$ cat config.mk
export PLATFORM = sky130hd
export DESIGN_NAME = mem_arbiter
export DESIGN_NICKNAME = d
export VERILOG_FILES = /design/src/rtl/mem_arbiter.sv
export SDC_FILE = /design/constraint.sdc
export NUM_CORES = 1
export LEC_CHECK = 0
export BUFFER_PORTS_ARGS = -buffer_cell sky130_fd_sc_hd__buf_2
export CELL_PAD_IN_SITES_DETAIL_PLACEMENT = 1
export CELL_PAD_IN_SITES_GLOBAL_PLACEMENT = 1
export CORE_MARGIN = 2
export CORE_UTILIZATION = 30
export CTS_CLUSTER_DIAMETER = 100
export DETAILED_ROUTE_END_ITERATION = 10
export GPL_TIMING_DRIVEN = 0
export HOLD_SLACK_MARGIN = 0.1
export PLACE_DENSITY = 0.95
export SLEW_MARGIN = 40
export SYNTH_ARGS = -nofsm -noshare
export SYNTH_HDL_FRONTEND = slang
export SYNTH_SLANG_ARGS = --single-unit
$ cat constraint.sdc
create_clock -name clk -period 4.75 [get_ports clk]
set_input_delay 1.425 -clock clk [delete_from_list [all_inputs] [get_ports clk]]
set_output_delay 1.425 -clock clk [all_outputs]
set_load 0.05 [all_outputs]
$ cat src/rtl/mem_arbiter.sv
// Shares one memory port between instruction fetch (IF) and load/store (LS): one transaction
// in flight, registered memory-side request, combinational grant/response routing, response timeout.
module mem_arbiter #(
  parameter int unsigned WIDTH     = 32,
  parameter bit          DATA_PRIO = 1'b0,
  parameter int unsigned TIMEOUT   = 255
) (
  input  logic             clk,
  input  logic             rst,
  input  logic             if_req,
  input  logic [WIDTH-1:0] if_addr,
  output logic             if_gnt,
  output logic             if_rvalid,
  input  logic             ls_req,
  input  logic             ls_we,
  input  logic [WIDTH-1:0] ls_addr,
  input  logic [WIDTH-1:0] ls_wdata,
  output logic             ls_gnt,
  output logic             ls_rvalid,
  output logic [WIDTH-1:0] rdata,
  output logic             rerr,
  output logic             mem_req,
  output logic             mem_we,
  output logic [WIDTH-1:0] mem_addr,
  output logic [WIDTH-1:0] mem_wdata,
  input  logic             mem_gnt,
  input  logic             mem_rvalid,
  input  logic [WIDTH-1:0] mem_rdata,
  output logic             busy,
  output logic             timeout_flg
);

  localparam int unsigned     CntW    = (TIMEOUT > 1) ? $clog2(TIMEOUT) : 1;
  localparam logic [CntW-1:0] CntLast = CntW'(TIMEOUT - 1);

  typedef enum logic [1:0] {StIdle, StIssue, StWaitResp} state_e;

  state_e          state_q;
  logic            owner_ls_q;  // owner of the current (or most recent) transaction, 1 = LS
  logic [CntW-1:0] cnt_q;
  logic            pick_ls;
  logic            gnt_fire;
  logic            rsp_ok;
  logic            rsp_abort;

  always_comb begin
    // Ties go to LS under data priority, otherwise away from the previous owner.
    pick_ls   = ls_req && (!if_req || DATA_PRIO || !owner_ls_q);
    gnt_fire  = (state_q == StIssue) && mem_gnt;
    rsp_ok    = (state_q == StWaitResp) && mem_rvalid;
    rsp_abort = (state_q == StWaitResp) && !mem_rvalid && (cnt_q == CntLast);
  end

  always_comb begin
    if_gnt    = gnt_fire && !owner_ls_q;
    ls_gnt    = gnt_fire && owner_ls_q;
    if_rvalid = (rsp_ok || rsp_abort) && !owner_ls_q;
    ls_rvalid = (rsp_ok || rsp_abort) && owner_ls_q;
    rerr      = rsp_abort;
    rdata     = rsp_ok ? mem_rdata : '0;
    busy      = (state_q != StIdle);
  end

  always_ff @(posedge clk) begin
    if (rst) begin
      state_q     <= StIdle;
      owner_ls_q  <= 1'b1;
      cnt_q       <= '0;
      mem_req     <= 1'b0;
      mem_we      <= 1'b0;
      mem_addr    <= '0;
      mem_wdata   <= '0;
      timeout_flg <= 1'b0;
    end else begin
      case (state_q)
        StIdle: begin
          // A response with nothing outstanding is stray.
          if (mem_rvalid) timeout_flg <= 1'b1;
          if (if_req || ls_req) begin
            owner_ls_q <= pick_ls;
            mem_req    <= 1'b1;
            mem_we     <= pick_ls && ls_we;
            mem_addr   <= pick_ls ? ls_addr : if_addr;
            mem_wdata  <= pick_ls ? ls_wdata : '0;
            state_q    <= StIssue;
          end
        end
        StIssue: begin
          if (mem_rvalid) timeout_flg <= 1'b1;
          if (mem_gnt) begin
            mem_req <= 1'b0;
            cnt_q   <= '0;
            state_q <= StWaitResp;
          end
        end
        StWaitResp: begin
          if (mem_rvalid) begin
            state_q <= StIdle;
          end else if (cnt_q == CntLast) begin
            timeout_flg <= 1'b1;
            state_q     <= StIdle;
          end else begin
            cnt_q <= cnt_q + CntW'(1);
          end
        end
        default: state_q <= StIdle;
      endcase
    end
  end

endmodule

==> results by group, run 1 <==
Status
  – Outcome: completed

Min path
  – Hold Path Class: flip-flop to flip-flop
  – Min-delay src: mem_req
  – Hold-critical path depth: 2

Synth
  – Post-synth cell types: 32
  – Synth warnings: 0
  – Post-synthesis sequential area ratio: 46.2%
  – Post-synth top area share: 46.2%
  – Count of state elements after synthesis: 78
  – Count leader, synth: dfxtp_1
  – Post-Syn Nets: 514
  – Commonest cells post-synth: 78 x dfxtp_1, 74 x nor2_1, 33 x a211oi_1, 33 x a22oi_1, 33 x and3_1
  – Largest cells by area after synthesis: dfxtp_1 46%, mux2i_1 9.5%, nor2_1 8.2%, a211oi_1 7.3%, a22oi_1 7.3%
  – EDFF count, synth: 0
  – Fraction of registers with async set/reset: 0%
  – Area leader, netlist: dfxtp_1
  – Post-synth top flop: dfxtp_1
  – Syn avg cell area: 8.96 um2
  – Post-synthesis cell count: 377
  – Synth Cell Area: 3380 um2

Clocking
  – Hold buffer count at CTS: 0
  – CTS sink count: 78
  – Clk buf depth: 2
  – Clock slew at reported path FFs: 80 ps
  – CTS tree: done
  – Resize count post-CTS: 0
  – Worst skew pair latency: 350 ps
  – H-tree levels: 3
  – Setup Fix Bufs, Post-CTS: 0
  – Root buffer cell: clkbuf_8
  – Num CTS Buffers: 9

Worst setup path
  – CP Max Fanout: 9
  – CP arrival: 2510 ps
  – Startpoint Class: input pin
  – Crit. Startpoint: mem_rvalid
  – CP Class: input pin to output port
  – R2R cell count: 5
  – Reg-to-Reg Start: cnt_q[1]
  – Req. time, crit path: 3320 ps
  – CP Capture Type: output port

Routing
  – Via total after detailed routing: 3841
  – Number of DRC markers in iteration 0: 168
  – Via-to-Cell Ratio: 4.99
  – Wire length on met1: 4860 um
  – Final ANT Viol Nets: 0
  – Routed len/inst: 16.3 um
  – Routed wl met3: 962 um
  – Routed wire length: 12500 um
  – Max Used Layer: met4
  – DR pass1 iterations: 4
  – DR DRC count: 0
  – Met2 routed WL: 6510 um

Power
  – Total power: 1.65 mW
  – P per Cell Area: 337 nW/um2
  – Pleak: 2.53 nW
  – Max IR drop VDD: 165 uV

STA
  – Final Slew Violations: 0
  – Fin. Hold Viols: 0
  – Clk_skew: 5.70 ps
  – Max-Slew Margin vs Limit: 56.7%
  – Worst-Margin Slew: 644 ps
  – F_max: 254 MHz
  – RSZ-0062 raised after global routing: false
  – Final setup violation count: 0
  – Setup_tns: 0 ps
  – Crit share post-route: 82.9%
  – Crit path time final: 3940 ps

Finish
  – FF/Latch Area: 1560 um2
  – Layout cell share with drive strength beyond 1: 42.4%
  – Layout area overhead: 45.3%
  – Core Util, Final: 45.1%
  – Fin nets: 763
  – Multi-input gate area: 1650 um2
  – ANT cells: 0
  – Filler Cells Inserted: 1393

Die
  – Initial Util: 31.0%
  – Core area: 10900 um2
  – DIE HEIGHT: 110 um
  – # IOs: 240
  – Die ar.: 12100 um2
  – Die Width: 110 um
  – Row count: 38

Place
  – Port buffer count: 238
  – Routability cong.: 0.906
  – DP Wirelength: 10000 um

Global routing
  – GRT Resource Usage Total: 19.8%
  – Wire length of the first global-routing pass: 18900 um
  – Initial antenna violation count: 0
  – GRT Residual Overflow: 0
  – Largest net degree at the start of global routing: 13
  – Number of global-route vias before repair: 3958

Run
  – Max-Cap Viols: 0
==> metal layers <==
metal	global-route usage [%]	vias up
li1	-	1868
met1	21.7	1804
met2	36.0	148
met3	6.17	21
met4	6.43	0
met5	0	-
==> worst max-delay path, stage by stage <==
cell	delay, ps
buf_2	150
or3b_4	410
nor3_1	210
buf_2	320
==> per-stage QoR <==
stage          area, um2  hold slack, ps  worst slack (ps)  std cells
2_1_floorplan       3380             451               416        377
3_3_place_gp        4740             451               809        755
3_5_place_dp        4740             450               793        755
4_1_cts             4910             461               794        769
5_1_grt             4910             491               712        769
6_report            4910             457               811        769
==> cells by family after synthesis <==
group | Yosys count | synth area share, %
buffers and inverters | 39 | 4.93
muxes | 32 | 9.49
adders and majority gates | 2 | 0.741
AOI/OAI and AO/OA | 89 | 19.2
DFF | 78 | 46.2
and+or+nand+nor | 137 | 19.5
==> layout by cell type, fill, tap and decap left out <==
cell,synthesis,routed
clkbuf_1,24,24
a21boi_1,1,1
o21ai_2,1,1
o21a_1,1,1
nand3_1,10,10
clkinv_2,0,2
dfxtp_1,78,78
o211ai_1,3,3
buf_6,1,1
or3b_4,1,1
nor2_1,74,74
and3_1,33,33
nand2_1,6,6
a21oi_1,7,7
buf_2,10,248
ha_1,2,2
nand4_1,2,2
or3_1,1,1
o21ai_0,1,1
nor3_1,3,3
mux2i_1,32,32
a31oi_1,4,4
o21ai_1,1,1
a2111oi_0,1,1
and2_1,1,1
a22oi_1,33,33
nor3b_2,1,1
nor2_2,1,1
clkinvlp_4,0,2
a211o_1,1,1
or4_1,4,4
a311oi_1,2,2
clkbuf_8,0,10
a211oi_1,33,33
inv_1,4,4
==> where the power goes <==
group	switching (mW)	internal (mW)	leakage, nW	total (mW)
combinational	0.347	0.144	1.81	0.491
clock	0.236	0.196	0.0800	0.432
sequential	0.0268	0.704	0.641	0.731
==> registers in the layout (all words and copies together) (netlist names) <==
register / count
mem_wdata: 32
mem_addr: 32
mem_req: 1
owner_ls_q: 1
timeout_flg: 1
mem_we: 1
state_q: 2
cnt_q: 8
==> area by class of cell <==
cell class | instances | share of cell area, %
multi-input cells | 260 | 33.6
flip-flops and latches | 78 | 31.8
repair buffers | 238 | 24.3
well taps | 140 | 3.57
plain buffers | 35 | 3.09
clock buffers | 10 | 2.81
clock inverters | 4 | 0.510
inverters | 4 | 0.306
==> final timing paths <==
path              endpoint  slack (ps)
hold / removal     mem_req         460
hold reg to reg    mem_req         460
setup / recovery      rerr         810
setup reg to reg  cnt_q[2]        2970
Power figures use the tool's default switching activity.
==> run 2, diff against run 1 <==
--- a/config.mk
+++ b/config.mk
@@ -5,16 +5,17 @@
 export SDC_FILE = /design/constraint.sdc
 export NUM_CORES = 1
 export LEC_CHECK = 0
+export ABC_AREA = 1
 export BUFFER_PORTS_ARGS = -buffer_cell sky130_fd_sc_hd__buf_2
 export CELL_PAD_IN_SITES_DETAIL_PLACEMENT = 1
 export CELL_PAD_IN_SITES_GLOBAL_PLACEMENT = 1
 export CORE_MARGIN = 2
-export CORE_UTILIZATION = 30
+export CORE_UTILIZATION = 24
 export CTS_CLUSTER_DIAMETER = 100
 export DETAILED_ROUTE_END_ITERATION = 10
 export GPL_TIMING_DRIVEN = 0
 export HOLD_SLACK_MARGIN = 0.1
-export PLACE_DENSITY = 0.95
+export PLACE_DENSITY = 0.86
 export SLEW_MARGIN = 40
 export SYNTH_ARGS = -nofsm -noshare
 export SYNTH_HDL_FRONTEND = slang
==> constraint.sdc (replaced) <==
create_clock -name clk -period 3.3 [get_ports clk]
set_input_delay 0.99 -clock clk [delete_from_list [all_inputs] [get_ports clk]]
set_output_delay 0.99 -clock clk [all_outputs]
set_load 0.05 [all_outputs]
==> results by group, run 2 <==
STA
  – RSZ-0062 raised after global routing: false
  – WHS: 457 ps (-0.344 ps)
  – Crit path time final: 2890 ps
  – Final setup violation count: 0 (unchanged)
  – Setup_tns: 0 ps (unchanged)
  – Fin. Hold Viols: 0 (unchanged)
  – Final Slew Violations: 0 (unchanged)
  – Crit share post-route: 87.7%
  – Max-Slew Margin vs Limit: 60.2% (+3.4 points)
  – F_max: 346 MHz
  – Worst-Margin Slew: 598 ps (-46.9 ps)
  – Clk_skew: 4.32 ps (-1.38 ps)

Clocking
  – Worst skew pair latency: 340 ps (about the same)
  – Hold buffer count at CTS: 0 (unchanged)
  – Resize count post-CTS: 0 (unchanged)
  – Clk buf depth: 2 (unchanged)
  – CTS tree: done
  – Num CTS Buffers: 9 (unchanged)
  – H-tree levels: 3 (unchanged)
  – Root buffer cell: clkbuf_16
  – Clock slew at reported path FFs: 60 ps (-20 ps)
  – Setup Fix Bufs, Post-CTS: 0 (unchanged)
  – CTS sink count: 78 (unchanged)

Place
  – Port buffer count: 238 (unchanged)
  – Routability cong.: 0.811 (-10%)
  – Dpl cell area: 4960 um2 (+4.6%)
  – Placed insts: 935 (+24%)
  – DP Wirelength: 10200 um (+1.8%)

Die
  – Die Width: 125 um (+14%)
  – # IOs: 240 (unchanged)
  – Core area: 14500 um2 (+33%)
  – Initial Util: 24.5% (-6.6 points)
  – DIE HEIGHT: 125 um (+14%)
  – Row count: 44 (+16%)
  – Die ar.: 15700 um2 (+30%)

Worst setup path
  – FF-to-FF setup slack: 1800 ps (-1170 ps)
  – CP Class: input pin to output port
  – CP arrival: 1900 ps (-610 ps)
  – Req. time, crit path: 2310 ps (-1010 ps)
  – CP Max Fanout: 10 (+1)
  – Startpoint Class: input pin
  – Reg-to-Reg Start: cnt_q[0]
  – Crit. Startpoint: mem_rvalid
  – CP Capture Type: output port

Synth
  – Post-synth top flop: dfxtp_1
  – Post-Syn Nets: 650 (+26%)
  – EDFF count, synth: 0 (unchanged)
  – Commonest cells post-synth: 157 x nand2_1, 78 x dfxtp_1, 61 x nor2_1
  – Area leader, netlist: dfxtp_1
  – Post-synth top area share: 44.1% (-2.2 points)
  – Post-synthesis cell count: 513 (+36%)
  – Synth Cell Area: 3540 um2 (+4.9%)
  – Count leader, synth: nand2_1
  – Count of state elements after synthesis: 78 (unchanged)
  – Largest cells by area after synthesis: dfxtp_1 44%, nand2_1 17%, nor2_1 6.5%, a21oi_1 6.1%, a31oi_1 5.7%
  – Post-synthesis sequential area ratio: 44.1% (-2.2 points)
  – Synth warnings: 0 (unchanged)
  – Fraction of registers with async set/reset: 0% (unchanged)
  – Post-synth cell types: 23 (-28%)
  – Syn avg cell area: 6.90 um2 (-23%)

Finish
  – Most frequent cells in the layout: 254 x buf_2, 157 x nand2_1, 78 x dfxtp_1
  – Largest regs: mem_addr: 32 flops, mem_wdata: 32 flops, cnt_q: 8 flops
  – Commonest non-fill, non-tap cell in the layout: buf_2
  – Final non-filler cell area: 5300 um2 (+8.0%)
  – Layout area overhead: 49.6%
  – ANT cells: 0 (unchanged)
  – Layout Cells excl Fill: 951 (+24%)
  – Core Util, Final: 36.6% (-8.5 points)
  – Layout cell share with drive strength beyond 1: 38.3% (-4.1 points)
  – Fin nets: 899 (+18%)

Power
  – Switch Pwr: 0.977 mW (+60%)
  – Combinational power share: 25.7% (-4.0 points)
  – P per Cell Area: 555 nW/um2 (+65%)
  – Fraction of power spent switching nets: 33.2% (-3.7 points)
  – Clock Power Share: 37.9% (+12 points)
  – Pleak: 2.83 nW (+12%)
  – Seq pwr share: 36.4% (-7.8 points)
  – P_int: 1.96 mW (+88%)
  – Max IR drop VDD: 226 uV (+37%)

Global routing
  – Wire length of the first global-routing pass: 20700 um (+9.8%)
  – GRT Resource Usage Total: 16.3% (-3.5 points)
  – Largest net degree at the start of global routing: 13 (unchanged)
  – Number of global-route vias before repair: 4220 (+6.6%)
  – Initial antenna violation count: 0 (unchanged)
  – GRT Residual Overflow: 0 (unchanged)

Routing
  – Via total after detailed routing: 4239 (+10%)
  – Number of DRC markers in iteration 0: 129 (-23%)
  – Routed len/inst: 13.7 um (-16%)
  – Via-to-Cell Ratio: 4.46 (-11%)
  – Final ANT Viol Nets: 0 (unchanged)
  – DR pass1 iterations: 4 (unchanged)
  – Routed wire length: 13000 um (+3.6%)
  – DR DRC count: 0 (unchanged)

Min path
  – Hold Path Class: flip-flop to flip-flop
  – Min-delay src: mem_wdata[7]

Run
  – Max-Cap Viols: 0 (unchanged)

Status
  – Outcome: completed
-- run 2: cell types whose count changed after synthesis, sizes merged, moves of 18 or more --
cell and delta:
mux2i -32, a31oi +28, clkbuf -18, and3 -33, a211oi -33, inv +44, o21ai +31, a21oi +36
nand2 +158, a22oi -33
-- run 2: cell families after synthesis --
logic type / after synthesis / synth area share (%)
simple gates: 243 / 28.1
compound gates: 109 / 16.5
buf+inv: 81 / 10.6
flops: 78 / 44.1
fa+ha+maj: 2 / 0.706
-- run 2: area by class of cell --
class                           instances  area [um2]
Inverter                               49         185
Buffer                                 32         189
Multi-Input combinational cell        354        1610
Tap cell                              184         230
Sequential cell                        78        1560
Clock buffer                           13         270
Clock inverter                          3        65.1
Timing Repair Buffer                  238        1190
Fill cell                            1941        9180
-- run 2: path summary, 6_finish.rpt --
path                                endpoint  cells after the start
worst min-delay path            mem_wdata[7]                      2
worst min register to register  mem_wdata[7]                      2
worst max-delay path                rdata[5]                      5
worst max register to register      cnt_q[6]                     10
-- run 2: per-stage QoR --
step | power (mW) | setup slack (ps)
global placement | 1.84 | 362
finish | 2.94 | 407
global route | 3.09 | 356
floorplan | 1.61 | 291
CTS | 2.99 | 365
detailed placement | 1.86 | 368
-- run 2: metal layers --
metal  global-route usage [%]  wire length (um)
met5                        0                 0
met4                     7.19               316
met3                     4.88              1090
met2                     29.5              6550
met1                     17.4              5030
-- run 2: power groups by stage --
stage	Clock (mW)	Sequential, mW	Combinational (mW)
final	1.11	1.07	0.757
after global routing	1.19	1.08	0.820
after CTS	1.15	1.07	0.769
after detailed placement	0	1.09	0.767
after global placement	0	1.09	0.758
after floorplan	0	1.33	0.274
-- run 2: critical path: stages --
cell     delay, ps
buf_2          130
nand2_2        110
buf_2          210
nor2_1         160
buf_2          290
==> run 3, diff against run 2 <==
--- a/config.mk
+++ b/config.mk
@@ -16,6 +16,8 @@
 export GPL_TIMING_DRIVEN = 0
 export HOLD_SLACK_MARGIN = 0.1
 export PLACE_DENSITY = 0.86
+export RECOVER_POWER = 50
+export REMOVE_ABC_BUFFERS = 1
 export SLEW_MARGIN = 40
 export SYNTH_ARGS = -nofsm -noshare
 export SYNTH_HDL_FRONTEND = slang
==> results by group, run 3 (synthesized netlist as in run 2, its figures left out) <==
Status
  – Outcome: completed

Place
  – DP Wirelength: 9180 um (-10%)
  – Routability cong.: 0.789 (-2.7%)
  – Setup WS pre-CTS: 193 ps (-175 ps)
  – Port buffer count: 239 (+0.42%)
  – Placed insts: 906 (-3.1%)

Global routing
  – GRT Resource Usage Total: 15.2% (-1.0 points)
  – Number of global-route vias before repair: 3973 (-5.9%)
  – Initial antenna violation count: 0 (unchanged)
  – Largest net degree at the start of global routing: 42 (+29)
  – Wire length of the first global-routing pass: 19600 um (-5.3%)
  – GRT Residual Overflow: 0 (unchanged)

Routing
  – Routed wire length: 12500 um (-4.1%)
  – Final ANT Viol Nets: 0 (unchanged)
  – Routed len/inst: 13.5 um (-1.2%)
  – Via total after detailed routing: 4072 (-3.9%)
  – Number of DRC markers in iteration 0: 83 (-36%)
  – Via-to-Cell Ratio: 4.41 (-1.0%)
  – DR pass1 iterations: 4 (unchanged)
  – DR DRC count: 0 (unchanged)

STA
  – Crit path time final: 3070 ps (+172 ps)
  – Crit share post-route: 92.9% (+5.2 points)
  – Final setup violation count: 0 (unchanged)
  – RSZ-0062 raised after global routing: false
  – Fin. Hold Viols: 0 (unchanged)
  – Max-Slew Margin vs Limit: 12.0% (-48 points)
  – Setup_tns: 0 ps (unchanged)
  – Worst-Margin Slew: 1320 ps (+720 ps)
  – Final Slew Violations: 0 (unchanged)
  – Final worst slack: 234 ps (-172 ps)
  – F_max: 326 MHz (-5.6%)
  – Clk_skew: 7.28 ps (+2.97 ps)

Finish
  – Core Util, Final: 35.2% (-1.4 points)
  – Layout Cells excl Fill: 923 (-2.9%)
  – Fin nets: 871 (-3.1%)
  – Filler Cells Inserted: 1931 (-0.52%)
  – Layout area overhead: 43.8%
  – ANT cells: 0 (unchanged)
  – Layout cell share with drive strength beyond 1: 27.2% (-11 points)
  – Largest regs: mem_addr: 32 flops, mem_wdata: 32 flops, cnt_q: 8 flops
  – Most frequent cells in the layout: 169 x buf_2, 159 x nand2_1, 78 x dfxtp_1
  – Commonest non-fill, non-tap cell in the layout: buf_2

Worst setup path
  – CP arrival: 2080 ps (+180 ps)
  – Reg-to-Reg Start: owner_ls_q
  – R2R cell count: 5 (-5)
  – Startpoint Class: input pin
  – FF-to-FF setup slack: 770 ps (-1030 ps)
  – CP Max Fanout: 34 (+24)
  – Req. time, crit path: 2310 ps (about the same)
  – Worst r2r dst: mem_addr[24]
  – CP Class: input pin to output port
  – CP Capture Type: output port

Min path
  – Hold-critical path depth: 2 (unchanged)
  – Min-delay src: mem_wdata[0]
  – Hold Path Class: flip-flop to flip-flop
  – WHS Endpoint: mem_wdata[0]

Clocking
  – Root buffer cell: clkbuf_16
  – Clk buf depth: 2 (unchanged)
  – Setup Fix Bufs, Post-CTS: 0 (unchanged)
  – Resize count post-CTS: 0 (unchanged)
  – H-tree levels: 3 (unchanged)
  – Hold buffer count at CTS: 0 (unchanged)
  – Clock slew at reported path FFs: 70 ps (about the same)
  – Worst skew pair latency: 330 ps (about the same)
  – CTS sink count: 78 (unchanged)
  – Num CTS Buffers: 9 (unchanged)
  – CTS tree: done

Power
  – P per Cell Area: 568 nW/um2 (+2.3%)
  – Total power: 2.89 mW (-1.7%)
  – Pleak: 2.47 nW (-12%)
  – Max IR drop VDD: 235 uV (+3.8%)

Die
  – DIE HEIGHT: 125 um (unchanged)
  – Core area: 14500 um2 (unchanged)
  – Die ar.: 15700 um2 (unchanged)
  – Die Width: 125 um (unchanged)
  – Initial Util: 24.5% (unchanged)
  – Row count: 44 (unchanged)
  – # IOs: 240 (unchanged)

Run
  – Max-Cap Viols: 0 (unchanged)
==> run 3: cell count changes in the layout (fill, tap and decap cells not counted), moves of 3 or more <==
| cell | delta |
|---|---|
| buf_6 | -3 |
| buf_2 | -85 |
| clkbuf_1 | +63 |
| buf_4 | -7 |
| buf_16 | +3 |
==> run 3: critical path, stage by stage <==
cell and delay [ps]:
buf_2 130, nand2_2 350, nor2_1 290, buf_2 310
==> run 3: final cells by class <==
| type | instances | area (um2) | share of cell area (%) |
|---|---|---|---|
| Multi-Input combinational cell | 354 | 1600 | 31.3 |
| Sequential cell | 78 | 1560 | 30.6 |
| Timing Repair Buffer | 242 | 1190 | 23.4 |
| Clock buffer | 10 | 239 | 4.69 |
| Tap cell | 184 | 230 | 4.52 |
| Inverter | 49 | 185 | 3.63 |
| Clock inverter | 6 | 91.3 | 1.79 |
==> run 3: metrics by stage <==
stage	hold WS (ps)	cell area, um2
floorplan	471	3350
global placement	445	4780
detailed placement	451	4830
CTS	460	5160
global route	480	5090
finish	461	5090
==> run 3: how the worst max path moves through the flow <==
stage	start	endpoint	cells past startpoint
after floorplan	mem_rvalid	if_rvalid	2
after global placement	ls_req	mem_wdata[7]	6
after detailed placement	mem_rvalid	rdata[13]	4
after CTS	mem_rvalid	rdata[13]	4
after global routing	mem_rvalid	rdata[13]	4
final	mem_rvalid	rdata[13]	4
==> run 3: report_power, final <==
| part | switching, mW | internal (mW) |
|---|---|---|
| sequential | 0.0458 | 1.02 |
| combinational | 0.534 | 0.189 |
| clock | 0.411 | 0.689 |
| total | 0.991 | 1.90 |
==> run 3: layer usage <==
| layer | global-route usage (%) | part of all wire (%) | up-vias | wire, um |
|---|---|---|---|---|
| met5 | 0 | 0 | - | 0 |
| met4 | 4.77 | 0.70 | 0 | 87 |
| met3 | 4.71 | 6.7 | 5 | 832 |
| met2 | 27.3 | 50 | 135 | 6240 |
| met1 | 17.2 | 43 | 1858 | 5300 |
| li1 | - | - | 2074 | - |
